==> config.mk <==
export PLATFORM = sky130hd
export DESIGN_NAME = im_loader_flat
export DESIGN_NICKNAME = d
export VERILOG_FILES = /design/src/rtl/im_loader_if.sv /design/src/rtl/im_loader.sv /design/src/flat_wrapper.sv
export SDC_FILE = /design/constraint.sdc
export NUM_CORES = 1
export LEC_CHECK = 0
export ABC_AREA = 1
export BUFFER_PORTS_ARGS = -buffer_cell sky130_fd_sc_hd__buf_2
export CAP_MARGIN = 20
export CORE_MARGIN = 4
export CORE_UTILIZATION = 53
export CTS_BUF_LIST = sky130_fd_sc_hd__clkbuf_16
export DETAILED_ROUTE_END_ITERATION = 8
export PLACE_DENSITY = 0.89
export SYNTH_ARGS = -nofsm -noshare
export SYNTH_HDL_FRONTEND = slang
export SYNTH_SLANG_ARGS = --single-unit
==> constraint.sdc <==
create_clock -name clk -period 2.2 [get_ports clk]
set_clock_uncertainty 0.15 [all_clocks]
set_input_delay 0.22 -clock clk [delete_from_list [all_inputs] [get_ports clk]]
set_output_delay 0.22 -clock clk [all_outputs]
set_load 0.1 [all_outputs]
==> src/rtl/im_loader_if.sv <==
// im_loader_if: byte-stream input and instruction-memory write port of the program loader.
//   in_valid/in_data/in_last/in_ready : byte stream handshake (source -> loader)
//   we/waddr/wdata                    : instruction memory write port (loader -> memory)
// modport master: the environment side (stream source and memory sink).
// modport slave : the loader itself.
interface im_loader_if;
    logic        in_valid;
    logic [7:0]  in_data;
    logic        in_last;
    logic        in_ready;
    logic        we;
    logic [31:0] waddr;
    logic [31:0] wdata;

    modport master (
        output in_valid, in_data, in_last,
        input  in_ready, we, waddr, wdata
    );

    modport slave (
        input  in_valid, in_data, in_last,
        output in_ready, we, waddr, wdata
    );
endinterface

==> src/rtl/im_loader.sv <==
// im_loader: program loader for the instruction memory.
// Assembles a byte stream into big-endian 32-bit words (first byte -> bits 31:24) and writes
// them sequentially from BASE_ADDR. Holds the CPU while loading and reports done/err as levels.
// Ports:
//   clk, rst_n  : clock (rising edge), asynchronous active-low reset
//   start       : begin a load; honoured only in idle, done and error states
//   bus (slave) : byte stream in (in_valid/in_data/in_last/in_ready), memory write out
//                 (we/waddr/wdata)
//   cpu_hold    : keep the CPU stalled while loading or after an error
//   done, err   : load completed / load aborted
//   word_count  : words written in the current or most recent load (saturating)
// Optional feature: define IM_LOADER_CHECKSUM_EN to treat the final word as a checksum of all
// written words (mod 2^32); it is compared instead of written.
module im_loader #(
    parameter int unsigned MEM_SIZE   = 256,
    parameter int unsigned BASE_ADDR  = 1,
    parameter int unsigned LIMIT_ADDR = MEM_SIZE - 33
) (
    input  logic        clk,
    input  logic        rst_n,
    input  logic        start,
    im_loader_if.slave  bus,
    output logic        cpu_hold,
    output logic        done,
    output logic        err,
    output logic [7:0]  word_count
);

    typedef enum logic [2:0] {StIdle, StRecv, StWrite, StDone, StErr} state_e;

    localparam logic [7:0] BaseAddr  = 8'(BASE_ADDR);
    localparam logic [7:0] LimitAddr = 8'(LIMIT_ADDR);

    state_e      state_q, state_d;
    logic [7:0]  addr_q, addr_d;
    logic [1:0]  byte_cnt_q, byte_cnt_d;
    logic [31:0] shift_q, shift_d;
    logic        last_q, last_d;
    logic [7:0]  word_count_q, word_count_d;
`ifdef IM_LOADER_CHECKSUM_EN
    logic [31:0] sum_q, sum_d;
`endif

    always_ff @(posedge clk or negedge rst_n) begin
        if (!rst_n) begin
            state_q      <= StIdle;
            addr_q       <= '0;
            byte_cnt_q   <= '0;
            shift_q      <= '0;
            last_q       <= 1'b0;
            word_count_q <= '0;
`ifdef IM_LOADER_CHECKSUM_EN
            sum_q        <= '0;
`endif
        end else begin
            state_q      <= state_d;
            addr_q       <= addr_d;
            byte_cnt_q   <= byte_cnt_d;
            shift_q      <= shift_d;
            last_q       <= last_d;
            word_count_q <= word_count_d;
`ifdef IM_LOADER_CHECKSUM_EN
            sum_q        <= sum_d;
`endif
        end
    end

    always_comb begin
        state_d      = state_q;
        addr_d       = addr_q;
        byte_cnt_d   = byte_cnt_q;
        shift_d      = shift_q;
        last_d       = last_q;
        word_count_d = word_count_q;
`ifdef IM_LOADER_CHECKSUM_EN
        sum_d        = sum_q;
`endif
        bus.in_ready = 1'b0;
        bus.we       = 1'b0;
        bus.waddr    = '0;
        bus.wdata    = '0;
        cpu_hold     = 1'b0;
        done         = 1'b0;
        err          = 1'b0;

        unique case (state_q)
            StIdle, StDone, StErr: begin
                done     = (state_q == StDone);
                err      = (state_q == StErr);
                cpu_hold = (state_q == StErr);
                if (start) begin
                    state_d      = StRecv;
                    addr_d       = BaseAddr;
                    byte_cnt_d   = '0;
                    shift_d      = '0;
                    last_d       = 1'b0;
                    word_count_d = '0;
`ifdef IM_LOADER_CHECKSUM_EN
                    sum_d        = '0;
`endif
                end
            end
            StRecv: begin
                cpu_hold     = 1'b1;
                bus.in_ready = 1'b1;
                // in_ready is unconditionally high here, so in_valid alone is the handshake
                if (bus.in_valid) begin
                    shift_d    = {shift_q[23:0], bus.in_data};
                    byte_cnt_d = byte_cnt_q + 2'd1;
                    if (byte_cnt_q == 2'd3) begin
                        state_d = StWrite;
                        last_d  = bus.in_last;
                    end else if (bus.in_last) begin
                        state_d = StErr;  // partial word: nothing written
                    end
                end
            end
            StWrite: begin
                cpu_hold   = 1'b1;
                byte_cnt_d = '0;
`ifdef IM_LOADER_CHECKSUM_EN
                if (last_q) begin
                    // Checksum slot: compare, never write, not counted
                    state_d = (sum_q == shift_q) ? StDone : StErr;
                end else begin
                    bus.we       = 1'b1;
                    bus.waddr    = {24'b0, addr_q};
                    bus.wdata    = shift_q;
                    sum_d        = sum_q + shift_q;
                    word_count_d = (word_count_q == 8'hFF) ? word_count_q : word_count_q + 8'd1;
                    if (addr_q == LimitAddr) begin
                        state_d = StErr;
                    end else begin
                        state_d = StRecv;
                        addr_d  = addr_q + 8'd1;
                    end
                end
`else
                bus.we       = 1'b1;
                bus.waddr    = {24'b0, addr_q};
                bus.wdata    = shift_q;
                word_count_d = (word_count_q == 8'hFF) ? word_count_q : word_count_q + 8'd1;
                if (last_q) begin
                    state_d = StDone;
                end else if (addr_q == LimitAddr) begin
                    state_d = StErr;  // limit check precedes increment, so addr never wraps
                end else begin
                    state_d = StRecv;
                    addr_d  = addr_q + 8'd1;
                end
`endif
            end
            default: state_d = StIdle;
        endcase
    end

    assign word_count = word_count_q;

endmodule

==> src/flat_wrapper.sv <==
// flat-port wrapper written by rule: the top's interface ports become plain ports
module im_loader_flat 
#(
    parameter int unsigned MEM_SIZE   = 256,
    parameter int unsigned BASE_ADDR  = 1,
    parameter int unsigned LIMIT_ADDR = MEM_SIZE - 33
)
  (clk, rst_n, start, cpu_hold, done, err, word_count, bus_in_valid, bus_in_data, bus_in_last, bus_in_ready, bus_we, bus_waddr, bus_wdata);
  im_loader_if bus_i ();
  input  logic clk;
  input  logic rst_n;
  input  logic start;
  output logic cpu_hold;
  output logic done;
  output logic err;
  output logic [7:0] word_count;
  input wire logic [$bits(bus_i.in_valid)-1:0] bus_in_valid;
  input wire logic [$bits(bus_i.in_data)-1:0] bus_in_data;
  input wire logic [$bits(bus_i.in_last)-1:0] bus_in_last;
  output wire logic [$bits(bus_i.in_ready)-1:0] bus_in_ready;
  output wire logic [$bits(bus_i.we)-1:0] bus_we;
  output wire logic [$bits(bus_i.waddr)-1:0] bus_waddr;
  output wire logic [$bits(bus_i.wdata)-1:0] bus_wdata;
  assign bus_i.in_valid = bus_in_valid;
  assign bus_i.in_data = bus_in_data;
  assign bus_i.in_last = bus_in_last;
  assign bus_in_ready = bus_i.in_ready;
  assign bus_we = bus_i.we;
  assign bus_waddr = bus_i.waddr;
  assign bus_wdata = bus_i.wdata;
  im_loader #(.MEM_SIZE(MEM_SIZE), .BASE_ADDR(BASE_ADDR), .LIMIT_ADDR(LIMIT_ADDR)) u_core (.clk(clk), .rst_n(rst_n), .start(start), .bus(bus_i), .cpu_hold(cpu_hold), .done(done), .err(err), .word_count(word_count));
endmodule
# Word-level counts from Yosys, hierarchy flattened

Index checks and enable logic that the tools add are counted.
W data, S select, Z words.

Output and inout bits: 77
Logic and storage cells: 66
Input bits: 13
Flip-flop bits (word level): 54

Muxes and demuxes: 31
Add/sub/neg operators: 3
Reduce and logical (&&, ||, !) cells: 12
Equality and inequality tests: 14

Operators by type and width:

| kind                  | number |
|---|---|
| $mux W32              | 3 |
| $pmux W32 S2          | 1 |
| $mux W8               | 6 |
| $pmux W8 S2           | 2 |
| $mux W3               | 6 |
| $add A8 B1 Y8 const B | 2 |
| $eq A8 B8 Y1 const B  | 2 |
| $reduce_and A3 Y1     | 4 |
| $ne A2 B2 Y1 const B  | 5 |
| $pmux W3 S3           | 1 |
| $reduce_and A4 Y1     | 2 |
| $mux W1               | 7 |
| $eq A3 B2 Y1 const B  | 2 |
| $pmux W2 S3           | 1 |
| $mux W2               | 2 |
| $pmux W1 S2           | 2 |
| $reduce_bool A2 Y1    | 2 |
| $eq A3 B1 Y1 const B  | 1 |
| $eq A3 B3 Y1 const B  | 1 |
| $logic_not A3 Y1      | 1 |
| $ne A3 B2 Y1 const B  | 1 |
| $reduce_bool A3 Y1    | 1 |
| $reduce_or A3 Y1      | 1 |
| $add A2 B1 Y2 const B | 1 |
| 3 further kinds       | 3 |

# Longest topological paths before layout

Gate-level depths: netlist (run 1).

Depth after elaboration: 4
Gate-level depth with buffers: 10
Gate-level depth less buffers: 9

# Least setup slack after synthesis (run 1)

No wires, ideal clock.

Path type: reg-to-output
Start: reg u_core.state_q[1]
End: out cpu_hold
Path buffers: 0
Data required time: 1830 ps
Data arrival time: 2763 ps
Cell stages (with the launch flop): 5
Path slack: -933 ps
Path through: dfrtp_1 nor2_1 inv_1 nor2_1 nand3b_1

Longest elaborated chain between the ends: 3
Elaborated cells on any way between the ends: 8
Classes of those cells: eq/ne: 4; mux: 1; reduce/logical: 3

RTL lines:

| item                                                        | RTL line                         | RTL |
|---|---|---|
| start: declaration                                          | im_loader.sv:34                  | `state_e state_q, state_d;` |
| start signal: assignment                                    | im_loader.sv:46                  | `state_q <= StIdle;` |
| start signal: assignment                                    | im_loader.sv:56                  | `state_q <= state_d;` |
| $eq A3 B3 Y1 (tied with other cells)                        | im_loader.sv:86, im_loader.sv:90 |  |
| $reduce_or A3 Y1 / $reduce_or A2 Y1 (equally long branches) | -                                |  |
| $pmux W1 S2 (*)                                             | im_loader.sv:86                  | `unique case (state_q)` |
| end: declaration                                            | flat_wrapper.sv:13               | `output logic cpu_hold;` |

Every way passes the cells marked *; elsewhere a longest branch is shown, timed or not.

# Worst setup path in the final report (run 1)

Start: reg u_core.state_q[0]
End: out bus_wdata[9]

Longest elaborated chain between the ends: 2

RTL lines:

| item             | RTL line           | RTL |
|---|---|---|
| $eq A3 B2 Y1     | im_loader.sv:86    |  |
| $mux W32         | im_loader.sv:86    |  |
| end: declaration | flat_wrapper.sv:23 | `output wire logic [$bits(bus_i.wdata)-1:0] bus_wdata;` |

Every way passes these cells.

==> results of run 1 <==
## per-stage QoR
step | hold slack (ns) | TNS (ns)
2_1_floorplan | -0.226 | -10.96
5_1_grt | 0.0969 | 0
3_5_place_dp | 0.0808 | 0
6_report | 0.0819 | 0
4_1_cts | 0.0829 | 0
3_3_place_gp | 0.0843 | 0
## layout by cell type (no fill, tap or decap), types with 3 or more instances in the layout
cell,synthesis,final
inv_1,68,67
buf_2,2,22
nand3_1,17,16
nor2_4,1,20
o21ai_2,23,23
nand2_1,104,96
or2_2,4,4
nor2_1,89,57
o21ai_0,7,7
conb_1,1,24
o21ai_1,9,9
buf_12,0,45
dfrtp_1,54,52
inv_2,2,3
nor2_2,2,15
ha_1,3,3
nand2_4,3,3
o21bai_1,8,8
nand2_2,13,21
clkbuf_16,0,5
## cell families (layout without fill, tap and decap cells)
group	Yosys count	after routing
other	1	24
xor gates and xnor gates	2	2
AOI/OAI and AO/OA	49	49
and+or+nand+nor	239	239
DFF	54	54
adders and majority gates	3	3
buffers and inverters	110	149
## how the worst max path moves through the flow
stage	start	endpoint	slack, ns	cells after the start
after floorplan	u_core.state_q[1]	cpu_hold	-0.70	4
after global placement	u_core.state_q[2]	u_core.shift_q[18]	0.44	9
after detailed placement	u_core.state_q[2]	u_core.shift_q[18]	0.28	9
after CTS	u_core.state_q[2]	bus_we	0.03	4
after global routing	u_core.state_q[0]	cpu_hold	0.04	5
final	u_core.state_q[0]	bus_wdata[9]	0.10	5
## sequential cells by signal (all words and copies together) (netlist names)
| signal | flops |
|---|---|
| u_core.word_count | 8 |
| u_core.state_q | 3 |
| u_core.shift_q | 32 |
| u_core.byte_cnt_q | 2 |
| u_core.addr_q | 8 |
| u_core.last_q | 1 |
## critical path: stages, from the launching register on
cell	delay [ns]
dfrtp_1	0.48
inv_2	0.16
nand3_4	0.12
buf_12	0.22
nor2_1	0.21
buf_12	0.21
## where the power goes
part	switching [mW]	internal (mW)	total, mW
Combinational	1.60	0.472	2.07
Clock	0.368	0.649	1.02
Sequential	0.116	1.16	1.28
## per-layer routing
| metal | up-vias | global-route usage | wire length (um) |
|---|---|---|---|
| li1 | 1452 | - | - |
| met1 | 1482 | 0.313 | 3490 |
| met2 | 206 | 0.443 | 4840 |
| met3 | 48 | 0.0558 | 735 |
| met4 | 0 | 0.126 | 471 |
| met5 | - | 0 | 0 |
## what timing repair did
| item | CTS | global route |
|---|---|---|
| hold endpoints to repair | 54 | 0 |
| gates resized for setup | 1 | 3 |
| cloned | 0 | 0 |
| buffers inserted | 0 | 0 |
| setup endpoints to repair | 1 | 7 |
| hold buffers | 1 | 0 |
## final cells by class
type | instances | area [um^2]
sequential | 54 | 1350
tap | 75 | 93.8
clock inverter | 3 | 63.8
timing repair buffer | 71 | 1040
clock buffer | 5 | 125
inverter | 70 | 263
multi-input combinational | 317 | 1730
fill | 358 | 1350
==> key figures, run 1 <==
Synthesis
  – Xor/xnor share of the synthesized area: 0.00524
  – Register area share after synthesis: 0.404
  – Most common flop cell mapped by yosys: dfrtp_1
  – Number of synthesized register bits: 54
  – Synth cell types: 30
  – Post-Syn Instances: 458
  – Async set or reset register ratio after synthesis: 1.00
  – EDFF count, synth: 0
  – Synth Cell Area: 0.00334 mm^2
  – Area leader, netlist: dfrtp_1
  – YS warnings: 0
  – Most numerous cell in the Yosys netlist: nand2_1
  – Top post-synthesis cells by area: dfrtp_1 (40%), nand2_1 (12%), nor2_1 (10%)
  – Compound-Gate Fraction of Synth Area: 0.106
  – Post-Synth Simple-Gate Area: 0.307
  – Combinational family with the most area after synthesis: simple AND/OR/NAND/NOR gates
  – Mux share of post-synthesis cell area: 0
  – Syn_area_per_cell: 7.29 um^2
  – Adder-cell share of the synthesized area: 0.0112
  – Most frequent cells after synthesis: nand2_1 (104), nor2_1 (89), inv_1 (68), dfrtp_1 (54), buf_4 (24)
  – Synth top area share: 0.404

Clock tree
  – Root Buffer Master: clkbuf_16
  – Cts bufs inserted: 5
  – Clk sinks: 54
  – Worst skew pair latency: 0.30 ns
  – CTS tree: yes
  – Clock-pin slew on the worst setup and hold paths: 0.07 ns
  – Clock Path Buffers: 2
  – H-tree Lvls: 2

Power
  – Max IR drop VDD: 0.672 mV
  – Leakage: 2.20 nW
  – Power Total: 4.37 mW
  – Pwr dens: 934 mW/mm^2

Floorplan
  – Std cell rows: 28
  – Ports: 90
  – Die height: 87.4 um
  – Die Area: 0.00764 mm^2
  – Initial Utilization: 0.554
  – Die width: 87.4 um
  – Core Box Area: 0.00603 mm^2

STA
  – Final setup margin: 0.101 ns
  – Max frequency: 476 MHz
  – Period utilization: 0.954
  – Tmin final: 2.10 ns
  – Final Hold Vio Count: 0
  – RSZ-0062 raised after global routing: no
  – Final slew viol count: 0
  – Setup-failing EPs final: 0

Placed design
  – Port Buffer Count: 65
  – GP Congestion: 0.872
  – Placed Cells: 586
  – Post-placement worst setup slack: 0.277 ns
  – Cell Area, Placed: 0.00447 mm^2
  – DP HPWL: 6.06 mm

Final layout
  – Share of cells above drive strength 1: 0.327
  – Core Util, Final: 0.776
  – Antenna diodes: 0
  – Layout area overhead: 39.9%
  – Design Area, Final: 0.00467 mm^2
  – Final #Nets: 535
  – Post-Layout Cell Count: 595

Critical path
  – R2R Setup Slk: 0.15 ns
  – WS Path Type: reg2out
  – Crit end category: output pin
  – Startpoint types: flip-flop
  – CP max FO: 27
  – CP required: 1.83 ns
  – Crit Reg-Reg Startpoint: u_core.state_q[1]
  – Arr. time, crit path: 1.73 ns
  – R2R depth: 9
  – R2R Path End: u_core.shift_q[18]

Global route
  – Initial antenna violation count: 0
  – Largest net degree at the start of global routing: 66
  – First-pass GRT wire length: 15.5 mm
  – Global route total overflow: 0
  – Total Routing Usage GR: 0.261
  – Via count of the first global-routing pass: 3073

Routing
  – Via count: 3188
  – Vias/cell: 5.36
  – Detailed Routing Iterations Pass 1: 5
  – DR WL/cell: 16.0 um
  – # DRC: 0
  – Antenna viol nets, final: 0
  – Final WL: 9.54 mm
  – Detailed Route Iter0 Violations: 340

Hold path
  – Min-delay src: bus_in_data[2]
  – Worst Hold Depth: 5
  – Hold crit path type: in2reg
  – Hold EP: u_core.shift_q[2]

Flow run
  – Max Cap Viol: 0

Outcome
  – Status: completed
No activity file was read; power rests on OpenSTA's default activity.
==> run 2, diff against run 1 <==
--- a/config.mk
+++ b/config.mk
@@ -14,2 +14,3 @@
 export DETAILED_ROUTE_END_ITERATION = 8
+export HOLD_SLACK_MARGIN = 0.02
 export PLACE_DENSITY = 0.89
==> constraint.sdc (replaced) <==
create_clock -name clk -period 2.2 [get_ports clk]
set_clock_uncertainty 0.15 [all_clocks]
set_input_delay 0.44 -clock clk [delete_from_list [all_inputs] [get_ports clk]]
set_output_delay 0.44 -clock clk [all_outputs]
set_load 0.1 [all_outputs]
==> key figures, run 2 (synthesized netlist as in run 1, its figures left out) <==
Clock tree
  – Cts bufs inserted: 5 (unchanged)
  – CTS tree: yes (unchanged)
  – Clk sinks: 54 (unchanged)
  – Clock-pin slew on the worst setup and hold paths: 0.07 ns (about the same)
  – Clock Path Buffers: 2 (unchanged)
  – Root Buffer Master: clkbuf_16 (unchanged)
  – Worst skew pair latency: 0.29 ns (was 0.30 ns)
  – H-tree Lvls: 2 (unchanged)

Critical path
  – CP required: 1.61 ns (was 1.83 ns)
  – Slowest cell on crit path: dfrtp_2 (was dfrtp_1)
  – Crit end category: output pin (unchanged)
  – Crit-path cells: inv_2, nand3_4, buf_4, nor2_4, buf_12 (was inv_2, nand3_4, buf_12, nor2_1, buf_12)
  – Startpoint types: flip-flop (unchanged)
  – Crit Reg-Reg Startpoint: u_core.state_q[0] (was u_core.state_q[1])
  – Setup crit start: u_core.state_q[0] (unchanged)
  – CP max FO: 7 (was 27)
  – Arr. time, crit path: 1.64 ns (was 1.73 ns)
  – WS Path Type: reg2out (unchanged)
  – Worst path max stage delay: 0.45 ns (was 0.48 ns)

Placed design
  – Placed Cells: 591 (was 586)
  – DP HPWL: 6.35 mm (was 6.06 mm)
  – Post-placement worst setup slack: 0.171 ns (was 0.277 ns)
  – Cell Area, Placed: 0.00467 mm^2 (was 0.00447 mm^2)
  – Port Buffer Count: 65 (unchanged)
  – GP Congestion: 0.856 (was 0.872)

Routing
  – # DRC: 0 (unchanged)
  – Detailed Routing Iterations Pass 1: 5 (unchanged)
  – Detailed Route Iter0 Violations: 223 (was 340)
  – Antenna viol nets, final: 0 (unchanged)
  – Vias/cell: 5.33 (was 5.36)
  – DR WL/cell: 15.8 um (was 16.0 um)
  – Final WL: 9.54 mm (about the same)
  – Via count: 3224 (was 3188)

STA
  – RSZ-0062 raised after global routing: yes (was no)
  – Max frequency: 448 MHz (was 476 MHz)
  – Final slew viol count: 0 (unchanged)
  – Setup-failing EPs final: 26 (was 0)
  – Relative slew slack: 0.655
  – Setup TNS: -0.231 ns (was 0 ns)
  – Final Hold Vio Count: 0 (unchanged)
  – Worst hold slack: 0.321 ns (was 0.0819 ns)
  – Period utilization: 1.01 (was 0.954)
  – Tmin final: 2.23 ns (was 2.10 ns)
  – Worst Max-Slew Pin Slew: 0.518 ns
  – Final setup margin: -0.0320 ns (was 0.101 ns)

Final layout
  – Design Area, Final: 0.00494 mm^2 (was 0.00467 mm^2)
  – Most frequent cells in the layout: nand2_1 (96), inv_1 (67), dfrtp_1 (50) (was nand2_1 (96), inv_1 (67), nor2_1 (57))
  – Most common cell after layout, fill and taps aside: nand2_1 (unchanged)
  – Largest register by flop count: u_core.shift_q (unchanged)
  – Fillers: 297 (was 358)
  – Final #Nets: 546 (was 535)
  – Antenna diodes: 0 (unchanged)
  – Post-Layout Cell Count: 605 (was 595)
  – Largest register FFs: 32 (unchanged)
  – Share of cells above drive strength 1: 0.360 (was 0.327)
  – Layout area overhead: 48.0% (was 39.9%)

Power
  – Power share of the clock group: 0.197 (was 0.233)
  – Sequential power share: 0.281 (was 0.292)
  – Sw Share: 0.481 (was 0.478)
  – Combinational Power Share: 0.522 (was 0.475)
  – Leakage: 2.27 nW (was 2.20 nW)
  – Pwr dens: 895 mW/mm^2 (was 934 mW/mm^2)
  – Int Power: 2.30 mW (was 2.28 mW)
  – Max IR drop VDD: 1.45 mV (was 0.672 mV)
  – P_sw: 2.13 mW (was 2.09 mW)

Global route
  – Met2 Use GR: 0.468 (was 0.443)
  – Met1 Use GR: 0.314 (was 0.313)
  – Via count of the first global-routing pass: 3260 (was 3073)
  – First-pass GRT wire length: 15.7 mm (was 15.5 mm)
  – GR met3 Demand/Resource: 0.0416 (was 0.0558)
  – Largest net degree at the start of global routing: 35 (was 66)
  – Most used routing layer: met2 (unchanged)
  – Total Routing Usage GR: 0.266 (was 0.261)
  – Initial antenna violation count: 0 (unchanged)
  – Global route total overflow: 0 (unchanged)

Floorplan
  – Die Area: 0.00764 mm^2 (unchanged)
  – Core Box Area: 0.00603 mm^2 (unchanged)
  – Ports: 90 (unchanged)
  – Std cell rows: 28 (unchanged)
  – Die width: 87.4 um (unchanged)
  – Initial Utilization: 0.554 (unchanged)
  – Die height: 87.4 um (unchanged)

Hold path
  – Hold crit path type: in2reg (unchanged)
  – Min-delay src: bus_in_data[1] (was bus_in_data[2])

Outcome
  – Failing checks: setup timing
  – Status: finished with violations (was completed)

Flow run
  – Max Cap Viol: 0 (unchanged)
## run 2: worst max-delay path: cells and delay by family, from the launching register on
kind,cells,cell delay [ns]
buf+inv,3,0.54
simple gates,2,0.34
flops,1,0.45
## run 2: power groups by stage
stage	registers (mW)	logic (mW)	clock network (mW)
6_report	1.24	2.31	0.873
5_1_grt	1.26	2.46	0.923
4_1_cts	1.24	2.26	0.873
3_5_place_dp	1.26	2.19	0
3_3_place_gp	1.24	2.11	0
2_1_floorplan	1.25	1.82	0
## run 2: metal layers
metal	wire length [um]	vias up
li1	-	1484
met5	0	-
met2	5060	195
met3	621	36
met1	3510	1509
met4	343	0
## run 2: path summary, 6_finish.rpt
check	to	slack, ns	depth (start not counted)
max	bus_wdata[29]	-0.03	5
min	u_core.shift_q[1]	0.32	5
max reg2reg	u_core.shift_q[18]	0.18	8
min reg2reg	u_core.word_count[1]	0.37	2
max in group asynchronous	u_core.shift_q[10]	0.80	3
min in group asynchronous	u_core.word_count[5]	0.52	2
## run 2: timing repair
action,4_1_cts,5_1_grt
hold buffers,1,0
pin swaps,0,3
setup buffers,3,1
endpoints found under the hold margin,18,0
endpoints found under the setup margin,36,34
gates cloned,1,1
resized for setup,7,2
## run 2: layout make-up
cell class,count,area [um^2],area share
Clock buffer,5,125,0.0253
Clock inverter,2,33.8,0.00683
Inverter,70,263,0.0532
Multi-Input combinational cell,317,1860,0.377
Sequential cell,54,1360,0.274
Tap cell,75,93.8,0.0190
Timing Repair Buffer,82,1210,0.244
## run 2: stage by stage
step,power (mW),util
floorplan,3.08,-
global placement,3.35,0.774
detailed placement,3.44,0.774
CTS,4.38,0.814
global route,4.64,0.820
finish,4.43,0.820
==> run 3, diff against run 2 <==
Settings changed: REMOVE_ABC_BUFFERS set to 1, TNS_END_PERCENT set to 30.
==> key figures, run 3 (synthesized netlist as in run 1, its figures left out) <==
Outcome
  – Status: completed (was finished with violations)

Floorplan
  – Initial Utilization: 0.554 (unchanged)
  – Ports: 90 (unchanged)
  – Die width: 87.4 um (unchanged)
  – Std cell rows: 28 (unchanged)
  – Core Box Area: 0.00603 mm^2 (unchanged)
  – Die Area: 0.00764 mm^2 (unchanged)
  – Die height: 87.4 um (unchanged)

Final layout
  – Antenna diodes: 0 (unchanged)
  – Largest register FFs: 32 (unchanged)
  – Most common cell after layout, fill and taps aside: nand2_1 (unchanged)
  – Layout area overhead: 34.9% (was 48.0%)
  – Most frequent cells in the layout: nand2_1 (104), inv_1 (68), nor2_1 (61) (was nand2_1 (96), inv_1 (67), dfrtp_1 (50))
  – Largest register by flop count: u_core.shift_q (unchanged)
  – Design Area, Final: 0.00451 mm^2 (was 0.00494 mm^2)
  – Post-Layout Cell Count: 596 (was 605)
  – Final #Nets: 536 (was 546)
  – Share of cells above drive strength 1: 0.307 (was 0.360)

Clock tree
  – Clock-pin slew on the worst setup and hold paths: 0.07 ns (about the same)
  – H-tree Lvls: 2 (unchanged)
  – Cts bufs inserted: 5 (unchanged)
  – CTS tree: yes (unchanged)
  – Clk sinks: 54 (unchanged)
  – Worst skew pair latency: 0.29 ns (about the same)
  – Postcts setup bufs: 0 (was 3)
  – CTS Hold Bufs: 0 (was 1)
  – Root Buffer Master: clkbuf_16 (unchanged)
  – Clock Path Buffers: 2 (unchanged)

Routing
  – Final WL: 8.15 mm (was 9.54 mm)
  – DR WL/cell: 13.7 um (was 15.8 um)
  – Via count: 2980 (was 3224)
  – # DRC: 0 (unchanged)
  – Detailed Route Iter0 Violations: 182 (was 223)
  – Vias/cell: 5.00 (was 5.33)
  – Antenna viol nets, final: 0 (unchanged)
  – Detailed Routing Iterations Pass 1: 4 (was 5)

Critical path
  – Crit Reg-Reg Startpoint: u_core.state_q[2] (was u_core.state_q[0])
  – WS Path Type: reg2out (unchanged)
  – Arr. time, crit path: 1.59 ns (was 1.64 ns)
  – Startpoint types: flip-flop (unchanged)
  – Crit end category: output pin (unchanged)
  – Setup crit start: u_core.state_q[2] (was u_core.state_q[0])
  – CP required: 1.61 ns (about the same)
  – CP max FO: 23 (was 7)

Power
  – Max IR drop VDD: 0.596 mV (was 1.45 mV)
  – Pwr dens: 895 mW/mm^2 (about the same)
  – Leakage: 2.17 nW (was 2.27 nW)

STA
  – Worst Max-Slew Pin Slew: 0.660 ns (was 0.518 ns)
  – Tmin final: 2.18 ns (was 2.23 ns)
  – RSZ-0062 raised after global routing: yes (unchanged)
  – Max frequency: 458 MHz (was 448 MHz)
  – Final slew viol count: 0 (unchanged)
  – Relative slew slack: 0.560 (was 0.655)
  – Setup-failing EPs final: 0 (was 26)
  – Final Hold Vio Count: 0 (unchanged)
  – Period utilization: 0.992 (was 1.01)

Placed design
  – DP HPWL: 5.79 mm (was 6.35 mm)
  – Placed Cells: 588 (was 591)
  – GP Congestion: 0.887 (was 0.856)
  – Port Buffer Count: 65 (unchanged)
  – Cell Area, Placed: 0.00429 mm^2 (was 0.00467 mm^2)

Global route
  – Global route total overflow: 0 (unchanged)
  – Largest net degree at the start of global routing: 65 (was 35)
  – Via count of the first global-routing pass: 2944 (was 3260)
  – Total Routing Usage GR: 0.219 (was 0.266)
  – Initial antenna violation count: 0 (unchanged)
  – First-pass GRT wire length: 13.3 mm (was 15.7 mm)

Flow run
  – Max Cap Viol: 0 (unchanged)

Hold path
  – Hold crit path type: in2async (was in2reg)
run 3: per-stage QoR:
stage	setup WS, ns	util	setup TNS, ns	hold WS [ns]	total power [mW]
finish	0.0177	0.748	0	0.0262	4.03
global route	-0.0494	0.748	-0.569	0.0639	4.26
global placement	0.314	0.711	0	0.326	3.14
floorplan	-1.37	-	-65.91	-0.00559	2.69
CTS	-0.0308	0.740	-0.374	0.0456	4.01
detailed placement	0.238	0.711	0	0.349	3.23
run 3: final timing paths:
check	slack, ns	end	cells past startpoint
max	0.02	bus_wdata[7]	5
min	0.03	u_core.word_count[7]	1
max reg2reg	0.31	u_core.word_count[0]	9
min reg2reg	0.37	u_core.byte_cnt_q[1]	2
max in group asynchronous	1.28	u_core.state_q[0]	2
min in group clk	0.32	u_core.shift_q[5]	5
run 3: report_power, final:
| group | leakage [nW] | internal (mW) | switching (mW) |
|---|---|---|---|
| registers | 0.736 | 1.16 | 0.0887 |
| clock network | 0.0724 | 0.413 | 0.354 |
| logic | 1.37 | 0.504 | 1.51 |
run 3: layout make-up:
class                   count  area (um^2)
clock buffers               5          125
clock inverters             3         12.5
fillers                   401         1520
inverters                  70          263
multi-input cells         317         1600
flip-flops and latches     54         1360
well taps                  75         93.8
repair buffers             72         1060
run 3: routing by layer:
metal | GRT usage | up-vias | wire (um)
met3 | 0.0473 | 19 | 432
li1 | - | 1457 | -
met1 | 0.255 | 1417 | 3130
met2 | 0.394 | 87 | 4380
met4 | 0.0767 | 0 | 213
met5 | 0 | - | 0
run 3: timing repair:
item                                    4_1_cts  5_1_grt
pin swaps                                     0        0
resized for setup                            15       20
endpoints found under the setup margin       42       38
run 3: worst max-delay path: stages, from the launching register on:
cell and delay, ns:
dfrtp_2 0.46, inv_2 0.11, nand3_2 0.11, buf_6 0.20, nor2_1 0.20, buf_12 0.21
